<file path="src/rtl/imm_enc_pkg.sv">
`default_nettype none
// ============================================================================
// Module   : imm_enc_pkg
// Brief    : Shared widths and extend-mode encodings for sz_ex / imm_enc,
//            plus a helper that tests whether a value's upper bits are all
//            copies of the sign bit.
// Revision : 1.0 - initial release
// ============================================================================
package imm_enc_pkg;

    localparam int BUS_WIDTH       = 32;
    localparam int IMMEDIATE_WIDTH = 20;
    localparam int LO_WIDTH        = 12;

    // Extend-mode encodings understood by sz_ex.
    localparam logic [1:0] STANDARD = 2'b00;
    localparam logic [1:0] BRANCH   = 2'b01;
    localparam logic [1:0] U_TYPE   = 2'b10;
    localparam logic [1:0] JAL      = 2'b11;

    // True when v[BUS_WIDTH-1:lsb] are all equal, i.e. the value survives a
    // sign-extension from bit lsb.
    function automatic logic is_uniform(input logic [BUS_WIDTH-1:0] v, input int lsb);
        logic r;
        r = 1'b1;
        for (int i = 0; i < BUS_WIDTH; i++) begin
            if (i >= lsb && v[i] != v[BUS_WIDTH-1]) begin
                r = 1'b0;
            end
        end
        return r;
    endfunction

endpackage
`default_nettype wire

</file>
<file path="src/rtl/imm_fit_check.sv">
`default_nettype none
// ============================================================================
// Module   : imm_fit_check
// Brief    : Combinational classifier. Decides whether a constant can be
//            carried by one immediate field in the requested extend mode,
//            must be split into a LUI/ADDI-style pair, or cannot be encoded.
// Revision : 1.0 - initial release
// ============================================================================
module imm_fit_check
    import imm_enc_pkg::*;
(
    input  logic [BUS_WIDTH-1:0]       value,
    input  logic [1:0]                 mode,
    input  logic                       sel,
    output logic                       fits,
    output logic                       err,
    output logic                       split,
    output logic [IMMEDIATE_WIDTH-1:0] imm,
    output logic [IMMEDIATE_WIDTH-1:0] hi,
    output logic [LO_WIDTH-1:0]        lo
);

    localparam int c_pad_width = IMMEDIATE_WIDTH - LO_WIDTH;

    logic w_branch_range;

    // Classify the value against the chosen mode and build the field(s).
    always_comb begin
        fits           = 1'b0;
        err            = 1'b0;
        split          = 1'b0;
        imm            = '0;
        w_branch_range = 1'b0;
        lo             = value[LO_WIDTH-1:0];
        // ADDI sign-extends lo, so when lo[11] is set the upper part must be
        // bumped by one to cancel the borrowed 0x1000.
        hi             = value[BUS_WIDTH-1:LO_WIDTH]
                       + {{(IMMEDIATE_WIDTH-1){1'b0}}, value[LO_WIDTH-1]};

        case (mode)
            STANDARD: begin
                fits = sel ? is_uniform(value, 11) : ~|value[BUS_WIDTH-1:12];
                if (fits) begin
                    imm = {{c_pad_width{1'b0}}, value[11:0]};
                end else begin
                    split = 1'b1;
                end
            end
            BRANCH: begin
                w_branch_range = sel ? is_uniform(value, 12) : ~|value[BUS_WIDTH-1:13];
                err            = value[0] | ~w_branch_range;
                fits           = ~err;
                if (fits) begin
                    imm = {{c_pad_width{1'b0}}, value[12:1]};
                end
            end
            U_TYPE: begin
                err  = |value[11:0];
                fits = ~err;
                if (fits) begin
                    imm = value[BUS_WIDTH-1:12];
                end
            end
            default: begin
                // JAL: 21-bit signed, even offset.
                err  = value[0] | ~is_uniform(value, 20);
                fits = ~err;
                if (fits) begin
                    imm = value[20:1];
                end
            end
        endcase
    end

endmodule
`default_nettype wire

</file>
<file path="src/rtl/imm_enc.sv">
`default_nettype none
// ============================================================================
// Module   : imm_enc
// Brief    : Immediate encoder, the inverse of sz_ex. Accepts a constant and
//            a target extend mode, emits one beat (fits or error) or a
//            U_TYPE + STANDARD beat pair. Valid/ready on both sides, all
//            enc_* outputs registered.
// Revision : 1.0 - initial release
// ============================================================================
module imm_enc
    import imm_enc_pkg::*;
#(
    parameter int BUS_WIDTH       = imm_enc_pkg::BUS_WIDTH,
    parameter int IMMEDIATE_WIDTH = imm_enc_pkg::IMMEDIATE_WIDTH
) (
    input  logic                       clk,
    input  logic                       reset,
    input  logic                       req_valid,
    output logic                       req_ready,
    input  logic [BUS_WIDTH-1:0]       req_value,
    input  logic [1:0]                 req_mode,
    input  logic                       req_sel,
    output logic                       enc_valid,
    input  logic                       enc_ready,
    output logic [IMMEDIATE_WIDTH-1:0] enc_imm,
    output logic [1:0]                 enc_mode,
    output logic                       enc_sel,
    output logic                       enc_split,
    output logic                       enc_last,
    output logic                       enc_err
);

    localparam logic [1:0] c_st_idle = 2'd0;
    localparam logic [1:0] c_st_one  = 2'd1;
    localparam logic [1:0] c_st_hi   = 2'd2;
    localparam logic [1:0] c_st_lo   = 2'd3;

    localparam int c_pad_width = IMMEDIATE_WIDTH - LO_WIDTH;

    logic [1:0]                 r_state;
    logic [1:0]                 w_state_nxt;
    logic                       r_valid;
    logic                       w_valid_nxt;
    logic [IMMEDIATE_WIDTH-1:0] r_imm;
    logic [IMMEDIATE_WIDTH-1:0] w_imm_nxt;
    logic [1:0]                 r_mode;
    logic [1:0]                 w_mode_nxt;
    logic                       r_sel;
    logic                       w_sel_nxt;
    logic                       r_split;
    logic                       w_split_nxt;
    logic                       r_last;
    logic                       w_last_nxt;
    logic                       r_err;
    logic                       w_err_nxt;
    logic [LO_WIDTH-1:0]        r_lo;
    logic [LO_WIDTH-1:0]        w_lo_nxt;

    logic                       w_fire;
    logic                       w_fit_fits;
    logic                       w_fit_err;
    logic                       w_fit_split;
    logic [IMMEDIATE_WIDTH-1:0] w_fit_imm;
    logic [IMMEDIATE_WIDTH-1:0] w_fit_hi;
    logic [LO_WIDTH-1:0]        w_fit_lo;

    imm_fit_check u_fit (
        .value (req_value),
        .mode  (req_mode),
        .sel   (req_sel),
        .fits  (w_fit_fits),
        .err   (w_fit_err),
        .split (w_fit_split),
        .imm   (w_fit_imm),
        .hi    (w_fit_hi),
        .lo    (w_fit_lo)
    );

    // Accept only from IDLE and never while reset is held.
    assign req_ready = (r_state == c_st_idle) && !reset;
    assign w_fire    = r_valid & enc_ready;

    assign enc_valid = r_valid;
    assign enc_imm   = r_imm;
    assign enc_mode  = r_mode;
    assign enc_sel   = r_sel;
    assign enc_split = r_split;
    assign enc_last  = r_last;
    assign enc_err   = r_err;

    // State and output registers; reset discards any pending beat.
    always_ff @(posedge clk) begin
        if (reset) begin
            r_state <= c_st_idle;
            r_valid <= 1'b0;
            r_imm   <= '0;
            r_mode  <= '0;
            r_sel   <= 1'b0;
            r_split <= 1'b0;
            r_last  <= 1'b0;
            r_err   <= 1'b0;
            r_lo    <= '0;
        end else begin
            r_state <= w_state_nxt;
            r_valid <= w_valid_nxt;
            r_imm   <= w_imm_nxt;
            r_mode  <= w_mode_nxt;
            r_sel   <= w_sel_nxt;
            r_split <= w_split_nxt;
            r_last  <= w_last_nxt;
            r_err   <= w_err_nxt;
            r_lo    <= w_lo_nxt;
        end
    end

    // Next-state and next-beat decode; everything holds unless a request is
    // accepted or the current beat is handed off.
    always_comb begin
        w_state_nxt = r_state;
        w_valid_nxt = r_valid;
        w_imm_nxt   = r_imm;
        w_mode_nxt  = r_mode;
        w_sel_nxt   = r_sel;
        w_split_nxt = r_split;
        w_last_nxt  = r_last;
        w_err_nxt   = r_err;
        w_lo_nxt    = r_lo;

        case (r_state)
            c_st_idle: begin
                if (req_valid) begin
                    w_valid_nxt = 1'b1;
                    w_sel_nxt   = req_sel;
                    w_lo_nxt    = w_fit_lo;
                    if (w_fit_split) begin
                        w_state_nxt = c_st_hi;
                        w_imm_nxt   = w_fit_hi;
                        w_mode_nxt  = U_TYPE;
                        w_split_nxt = 1'b1;
                        w_last_nxt  = 1'b0;
                        w_err_nxt   = 1'b0;
                    end else begin
                        w_state_nxt = c_st_one;
                        w_imm_nxt   = w_fit_fits ? w_fit_imm : '0;
                        w_mode_nxt  = req_mode;
                        w_split_nxt = 1'b0;
                        w_last_nxt  = 1'b1;
                        w_err_nxt   = w_fit_err;
                    end
                end
            end
            c_st_hi: begin
                if (w_fire) begin
                    // Low half is an ADDI: STANDARD mode, sign-extended.
                    w_state_nxt = c_st_lo;
                    w_imm_nxt   = {{c_pad_width{1'b0}}, r_lo};
                    w_mode_nxt  = STANDARD;
                    w_sel_nxt   = 1'b1;
                    w_split_nxt = 1'b1;
                    w_last_nxt  = 1'b1;
                    w_err_nxt   = 1'b0;
                end
            end
            c_st_one, c_st_lo: begin
                if (w_fire) begin
                    w_state_nxt = c_st_idle;
                    w_valid_nxt = 1'b0;
                end
            end
            default: begin
                w_state_nxt = c_st_idle;
                w_valid_nxt = 1'b0;
            end
        endcase
    end

endmodule
`default_nettype wire

</file>
<file path="config.mk">
export PLATFORM = sky130hd
export DESIGN_NAME = imm_enc
export DESIGN_NICKNAME = d
export VERILOG_FILES = /design/src/rtl/imm_enc_pkg.sv /design/src/rtl/imm_fit_check.sv /design/src/rtl/imm_enc.sv
export SDC_FILE = /design/constraint.sdc
export NUM_CORES = 1
export LEC_CHECK = 0
export BUFFER_PORTS_ARGS = -buffer_cell sky130_fd_sc_hd__buf_4
export CORE_AREA = 2 2 106 57
export DETAILED_ROUTE_END_ITERATION = 7
export DIE_AREA = 0 0 108 59
export MAX_ROUTING_LAYER = met4
export PLACE_DENSITY = 0.74
export RECOVER_POWER = 25
export SETUP_SLACK_MARGIN = 0.4
export SYNTH_ARGS = -nofsm -noshare
export SYNTH_HDL_FRONTEND = slang
export SYNTH_SLANG_ARGS = --single-unit
</file>
<file path="constraint.sdc">
create_clock -name clk -period 6.11 [get_ports clk]
set_input_delay 1.5275 -clock clk [delete_from_list [all_inputs] [get_ports clk]]
set_output_delay 1.5275 -clock clk [all_outputs]
set_load 0.02 [all_outputs]
</file>
==> key figures, run 1 <==
GRT
  • GRT Total Usage: 28.01%
  • Total gr overflow: 0
  • Initial antenna violation count: 0
  • Number of global-route vias before repair: 2592
  • Largest net degree at the start of global routing: 28
  • First-pass GRT wire length: 13380 um

Die
  • Die X: 108 um
  • Core Region: 5349 um^2
  • DIE AREA: 6372 um^2
  • Top-Level Pins: 67
  • Initial Utilization: 48.84%
  • Row count: 19
  • Die height: 59 um

Critical path
  • CP endpoint kind: flip-flop
  • Reg2Reg Depth: 7
  • Setup CP Type: input pin to flip-flop
  • CP arrival: 4.17 ns
  • Crit path launch type: input pin
  • CP required: 6.32 ns
  • Crit-path max FO: 13

Cells and area
  • Ratio of cells with drive above 1 in the final layout: 19.80%
  • Ant. Diodes: 0
  • Net count, final: 436
  • P&R area growth vs syn: 21.79%

Worst hold path
  • Hold depth: 1
  • HP Class: flip-flop to flip-flop

Clocking
  • Cts hold-fix bufs: 0
  • Clk pin slew, worst setup/hold paths: 0.08 ns
  • CTS tree: done
  • Post-CTS sizing: 0
  • CTS max path bufs: 2
  • H-tree depth: 2
  • Total CTS buffers: 5
  • Clock root buffer: clkbuf_8
  • Setup bufs post-CTS: 0
  • Clock Sinks: 41
  • Worst-Skew Late Latency: 0.29 ns

Placement
  • HPWL after DPL: 6241 um
  • DP Worst Slack: 1.885 ns
  • Routability cong.: 0.9578
  • Number of port buffers: 66

Pwr
  • Power density over the cells: 209.3 nW/um^2
  • Peak supply drop: 0.09945 mV
  • Leak Pwr: 0.001178 uW
  • Power, Total: 665.8 uW

Route
  • Initial DRC Count: 361
  • DR WL/cell: 18.27 um
  • Total wire length: 8530 um
  • DR vias/cell: 6.338
  • TritonRoute pass-1 iters: 6
  • Antenna Nets Post-Route: 0
  • # DRC: 0
  • Via count: 2960

Yosys
  • Top post-synthesis cells by area: dfxtp_1, nand2_1, a21oi_1, xnor2_1, o21ai_0
  • Synth cell count leaders: nand2_1, dfxtp_1, a21oi_1
  • Register area share after synthesis: 31.42%
  • Synth area leader: dfxtp_1
  • Post-synth ARST share: 0%
  • Distinct cells, synth: 51
  • Syn nets: 384
  • Synth Instances: 342
  • Top-count cell post-synth: nand2_1
  • Share of the synthesized area in the top cell type: 31.42%
  • Main flop type after synthesis: dfxtp_1
  • Post-synth EDFFs: 0
  • Yosys reg bits: 41
  • Post-Syn Area: 2613 um^2
  • Yosys Warn Count: 0
  • Synth Area per Inst: 7.639 um^2

Job
  • Max Cap Viol: 0

STA
  • RSZ-0062 raised after global routing: false
  • Final period util: 64.80%
  • Hold Slack: 0.4538 ns
  • Final setup fails: 0
  • Worst relative slew slack: 28.23%
  • Min cycle time layout: 3.959 ns
  • Hold Violations, Final: 0
  • Final Max Slew Viols: 0
  • TNS Setup: 0 ns
  • Final Skew: 0.006532 ns
  • Max Fclk: 0.2526 GHz
  • Worst Max-Slew Pin Slew: 1.076 ns
  • Setup slack after layout: 2.151 ns

Run status
  • Status: finished clean
==> layout by cell type (no fill, tap or decap), drive strengths merged, types with 10 or more instances in the layout <==
| master | synthesis | routed |
|---|---|---|
| dfxtp | 41 | 41 |
| buf | 6 | 57 |
| clkbuf | 20 | 20 |
| xnor2 | 12 | 12 |
| nor2 | 22 | 22 |
| nand3 | 14 | 14 |
| o21ai | 19 | 19 |
| nor3 | 10 | 10 |
| a21oi | 28 | 28 |
| a22oi | 10 | 10 |
| nand2 | 56 | 56 |
==> layout make-up <==
cell class / count / area [um^2]
Tap cell: 73 / 91.34
Fill cell: 525 / 2167
Clock buffer: 6 / 82.58
Sequential cell: 41 / 820.8
Inverter: 6 / 22.52
Clock inverter: 1 / 7.507
Multi-Input combinational cell: 269 / 1673
Timing Repair Buffer: 71 / 484.2
==> registers in the layout, summed over array words and instances (netlist names) <==
signal,cells
enc_err,1
enc_imm,20
enc_last,1
enc_mode,2
enc_sel,1
enc_split,1
enc_valid,1
r_lo,12
r_state,2
==> per-stage QoR <==
stage	instance area [um^2]	util (%)	std cells
floorplan	2613	-	342
CTS	3231	60.40	467
finish	3182	59.49	467
detailed placement	3141	58.71	460
global placement	3141	58.71	460
global route	3182	59.49	467
==> path summary, 6_finish.rpt <==
kind	startpoint	endpoint	slack, ns
max	req_value[25]	enc_imm[11]	2.15
min	enc_err	enc_err	0.45
min reg2reg	enc_err	enc_err	0.45
max reg2reg	r_state[1]	enc_imm[7]	3.25
==> cells by family after synthesis <==
| family | after synthesis | synth area share, % |
|---|---|---|
| xor gates and xnor gates | 19 | 6.370 |
| buffers and inverters | 32 | 4.837 |
| adders and majority gates | 3 | 1.437 |
| AOI/OAI and AO/OA | 109 | 30.36 |
| and+or+nand+nor | 138 | 25.58 |
| DFF | 41 | 31.42 |
==> report_power, final <==
part / internal [uW] / total, uW / leakage (uW) / switching [uW]
logic: 67.8 / 179 / 0.000799 / 112
clock network: 89.5 / 187 / 0.0000433 / 97.8
registers: 287 / 299 / 0.000336 / 12.2
==> critical path: stages <==
cell and delay (ns):
buf_4 0.14, or4_1 0.52, a221o_1 0.44, a211oi_4 0.33, o211a_1 0.44, nor3_1 0.18, or3_1 0.37, a211oi_1 0.22
==> layer usage <==
metal	share of wire (%)	wire, um	GRT usage [%]
met4	1.9	161	5.311
met2	42	3619	39.35
met5	0	0	-
met1	45	3824	41.46
met3	11	925	5.934
Power figures use the tool's default switching activity.
==> run 2, diff against run 1 <==
--- a/config.mk
+++ b/config.mk
@@ -6,9 +6,9 @@
 export NUM_CORES = 1
 export LEC_CHECK = 0
 export BUFFER_PORTS_ARGS = -buffer_cell sky130_fd_sc_hd__buf_4
-export CORE_AREA = 2 2 106 57
+export CORE_AREA = 2 2 108 58
 export DETAILED_ROUTE_END_ITERATION = 7
-export DIE_AREA = 0 0 108 59
+export DIE_AREA = 0 0 110 60
 export MAX_ROUTING_LAYER = met4
 export PLACE_DENSITY = 0.74
 export RECOVER_POWER = 25
==> constraint.sdc (replaced) <==
create_clock -name clk -period 3.48 [get_ports clk]
set_input_delay 0.87 -clock clk [delete_from_list [all_inputs] [get_ports clk]]
set_output_delay 0.87 -clock clk [all_outputs]
set_load 0.02 [all_outputs]
==> run 2 against run 1 <==
Total power increased by 89%. Count of clock-buffer cells in the layout rose by 1. Largest cell class unchanged. Flip-flop and latch count did not move. Clock skew is 0.00050 ns lower. Via count is 1.2% higher.
==> key figures, run 2 (synthesized netlist as in run 1, its figures left out) <==
Critical path
  • CP required: 3.69 ns (-2.63 ns)
  • CP max stage cell: or4_1
  • CP delay by family, top: compound AO/OA/AOI/OAI gates
  • CP arrival: 3.20 ns (-0.97 ns)
  • Buf/Inv on CP: 1 (unchanged)
  • FF-to-FF End: enc_imm[13]
  • CP max stage delay: 0.52 ns (about the same)
  • Crit-path max FO: 8 (-5)
  • Setup CP Type: input pin to flip-flop
  • Cell Chain, Critical Path: buf_4 -> or4_1 -> a221o_1 -> a211oi_4 -> o211a_1 -> nor3_1 -> or3_1 -> a211oi_1
  • Reg2Reg Depth: 8 (+1)
  • CP endpoint kind: flip-flop
  • Crit path launch type: input pin
  • Setup slack, reg-to-reg: 1.09 ns (-2.16 ns)
  • R2r startpoint: r_state[1]

Cells and area
  • P&R area growth vs syn: 27.44%
  • Most frequent cells in the layout: buf_4, nand2_1, dfxtp_1, a21oi_1, nor2_1
  • Max reg flops: 20 (unchanged)
  • Net count, final: 445 (+2.1%)
  • Most common cell after layout, fill and taps aside: buf_4
  • Ratio of cells with drive above 1 in the final layout: 23.51% (+3.7 points)
  • Design Area, Final: 3329 um^2 (+4.6%)
  • Ant. Diodes: 0 (unchanged)

GRT
  • Number of global-route vias before repair: 2772 (+6.9%)
  • First-pass GRT wire length: 14300 um (+6.9%)
  • Largest net degree at the start of global routing: 28 (unchanged)
  • Initial antenna violation count: 0 (unchanged)
  • GRT Total Usage: 29.27% (+1.3 points)
  • Total gr overflow: 0 (unchanged)

Clocking
  • CTS max path bufs: 2 (unchanged)
  • Clock root buffer: clkbuf_8
  • Worst-Skew Late Latency: 0.30 ns (about the same)
  • Setup bufs post-CTS: 0 (unchanged)
  • Total CTS buffers: 5 (unchanged)
  • Clk pin slew, worst setup/hold paths: 0.08 ns (about the same)
  • CTS tree: done
  • Clock Sinks: 41 (unchanged)
  • Cts hold-fix bufs: 0 (unchanged)
  • H-tree depth: 2 (unchanged)
  • Post-CTS sizing: 0 (unchanged)

Pwr
  • Leak Pwr: 0.001285 uW (+9.1%)
  • Peak supply drop: 0.1639 mV (+65%)
  • Power density over the cells: 378.8 nW/um^2 (+81%)

STA
  • Final setup fails: 0 (unchanged)
  • Final Skew: 0.006030 ns (-0.0005024 ns)
  • Hold Violations, Final: 0 (unchanged)
  • Final period util: 86.02%
  • TNS Setup: 0 ns (unchanged)
  • Min cycle time layout: 2.994 ns
  • Worst relative slew slack: 34.43% (+6.2 points)
  • Max Fclk: 0.3341 GHz
  • Final Max Slew Viols: 0 (unchanged)
  • RSZ-0062 raised after global routing: true
  • Worst Max-Slew Pin Slew: 0.9835 ns (-0.09248 ns)

Placement
  • HPWL after DPL: 6693 um (+7.2%)
  • Number of port buffers: 66 (unchanged)
  • Placement Cell Area: 3219 um^2 (+2.5%)
  • Routability cong.: 1.013 (+5.7%)

Route
  • # DRC: 0 (unchanged)
  • DR vias/cell: 6.227 (-1.8%)
  • TritonRoute pass-1 iters: 6 (unchanged)
  • Via count: 2995 (+1.2%)
  • Antenna Nets Post-Route: 0 (unchanged)
  • DR WL/cell: 18.62 um (+2.0%)
  • Total wire length: 8958 um (+5.0%)
  • Initial DRC Count: 364 (+0.83%)

Die
  • Top-Level Pins: 67 (unchanged)
  • Die X: 110 um (+1.9%)
  • Die height: 60 um (+1.7%)
  • Row count: 20 (+1)
  • DIE AREA: 6600 um^2 (+3.6%)
  • Initial Utilization: 45.59% (-3.3 points)
  • Core Region: 5731 um^2 (+7.1%)

Run status
  • Status: finished clean

Worst hold path
  • Hold Crit Start: r_lo[4]
  • Worst Hold End: r_lo[4]
  • Hold depth: 2 (+1)
  • HP Class: flip-flop to flip-flop

Job
  • Max Cap Viol: 0 (unchanged)
==> run 2: tightest hold or removal path: stages, from the launching register on <==
cell,delay [ns]
dfxtp_1,0.32
nand2_1,0.05
a21oi_1,0.05
==> run 2: area by class of cell <==
cell class              count  area (um^2)
clock buffers               7        86.33
well taps                  77        96.34
flip-flops and latches     41        820.8
clock inverters             1        30.03
fillers                   531         2401
multi-input cells         269         1695
inverters                   6        22.52
repair buffers             80        578.1
==> run 2: layer usage <==
layer | global-route usage, % | vias up | part of all wire (%)
li1 | - | 1400 | -
met1 | 43.92 | 1388 | 46
met2 | 38.48 | 202 | 40
met3 | 8.288 | 5 | 13
met4 | 5.063 | 0 | 0.44
met5 | - | - | 0
==> run 2: through the flow <==
step | instances | utilization (%) | hold WS (ns) | setup slack [ns] | power (uW)
3_3_place_gp | 473 | 56.18 | 0.4391 | 0.2086 | 859.0
6_report | 481 | 58.10 | 0.4594 | 0.4865 | 1261
2_1_floorplan | 342 | - | 0.4320 | 0.4173 | 713.3
5_1_grt | 481 | 58.10 | 0.4716 | 0.3895 | 1323
3_5_place_dp | 473 | 56.18 | 0.4502 | 0.2034 | 863.6
4_1_cts | 481 | 58.21 | 0.4597 | 0.5178 | 1265
==> run 2: where the power goes <==
| group | leakage, uW | switching (uW) | internal (uW) |
|---|---|---|---|
| clock network | 0.0000585 | 172 | 234 |
| logic | 0.000891 | 199 | 130 |
| registers | 0.000336 | 23.1 | 504 |
| total | 0.00129 | 394 | 867 |
==> run 2: worst max path at each step <==
stage | from | end | slack, ns | cells past startpoint
detailed placement | req_value[25] | enc_imm[11] | 0.20 | 8
global placement | req_value[25] | enc_err | 0.21 | 7
global route | req_value[25] | enc_imm[11] | 0.39 | 8
floorplan | req_value[25] | enc_imm[11] | 0.42 | 8
CTS | req_value[25] | enc_imm[11] | 0.52 | 8
finish | req_value[25] | enc_imm[11] | 0.49 | 8
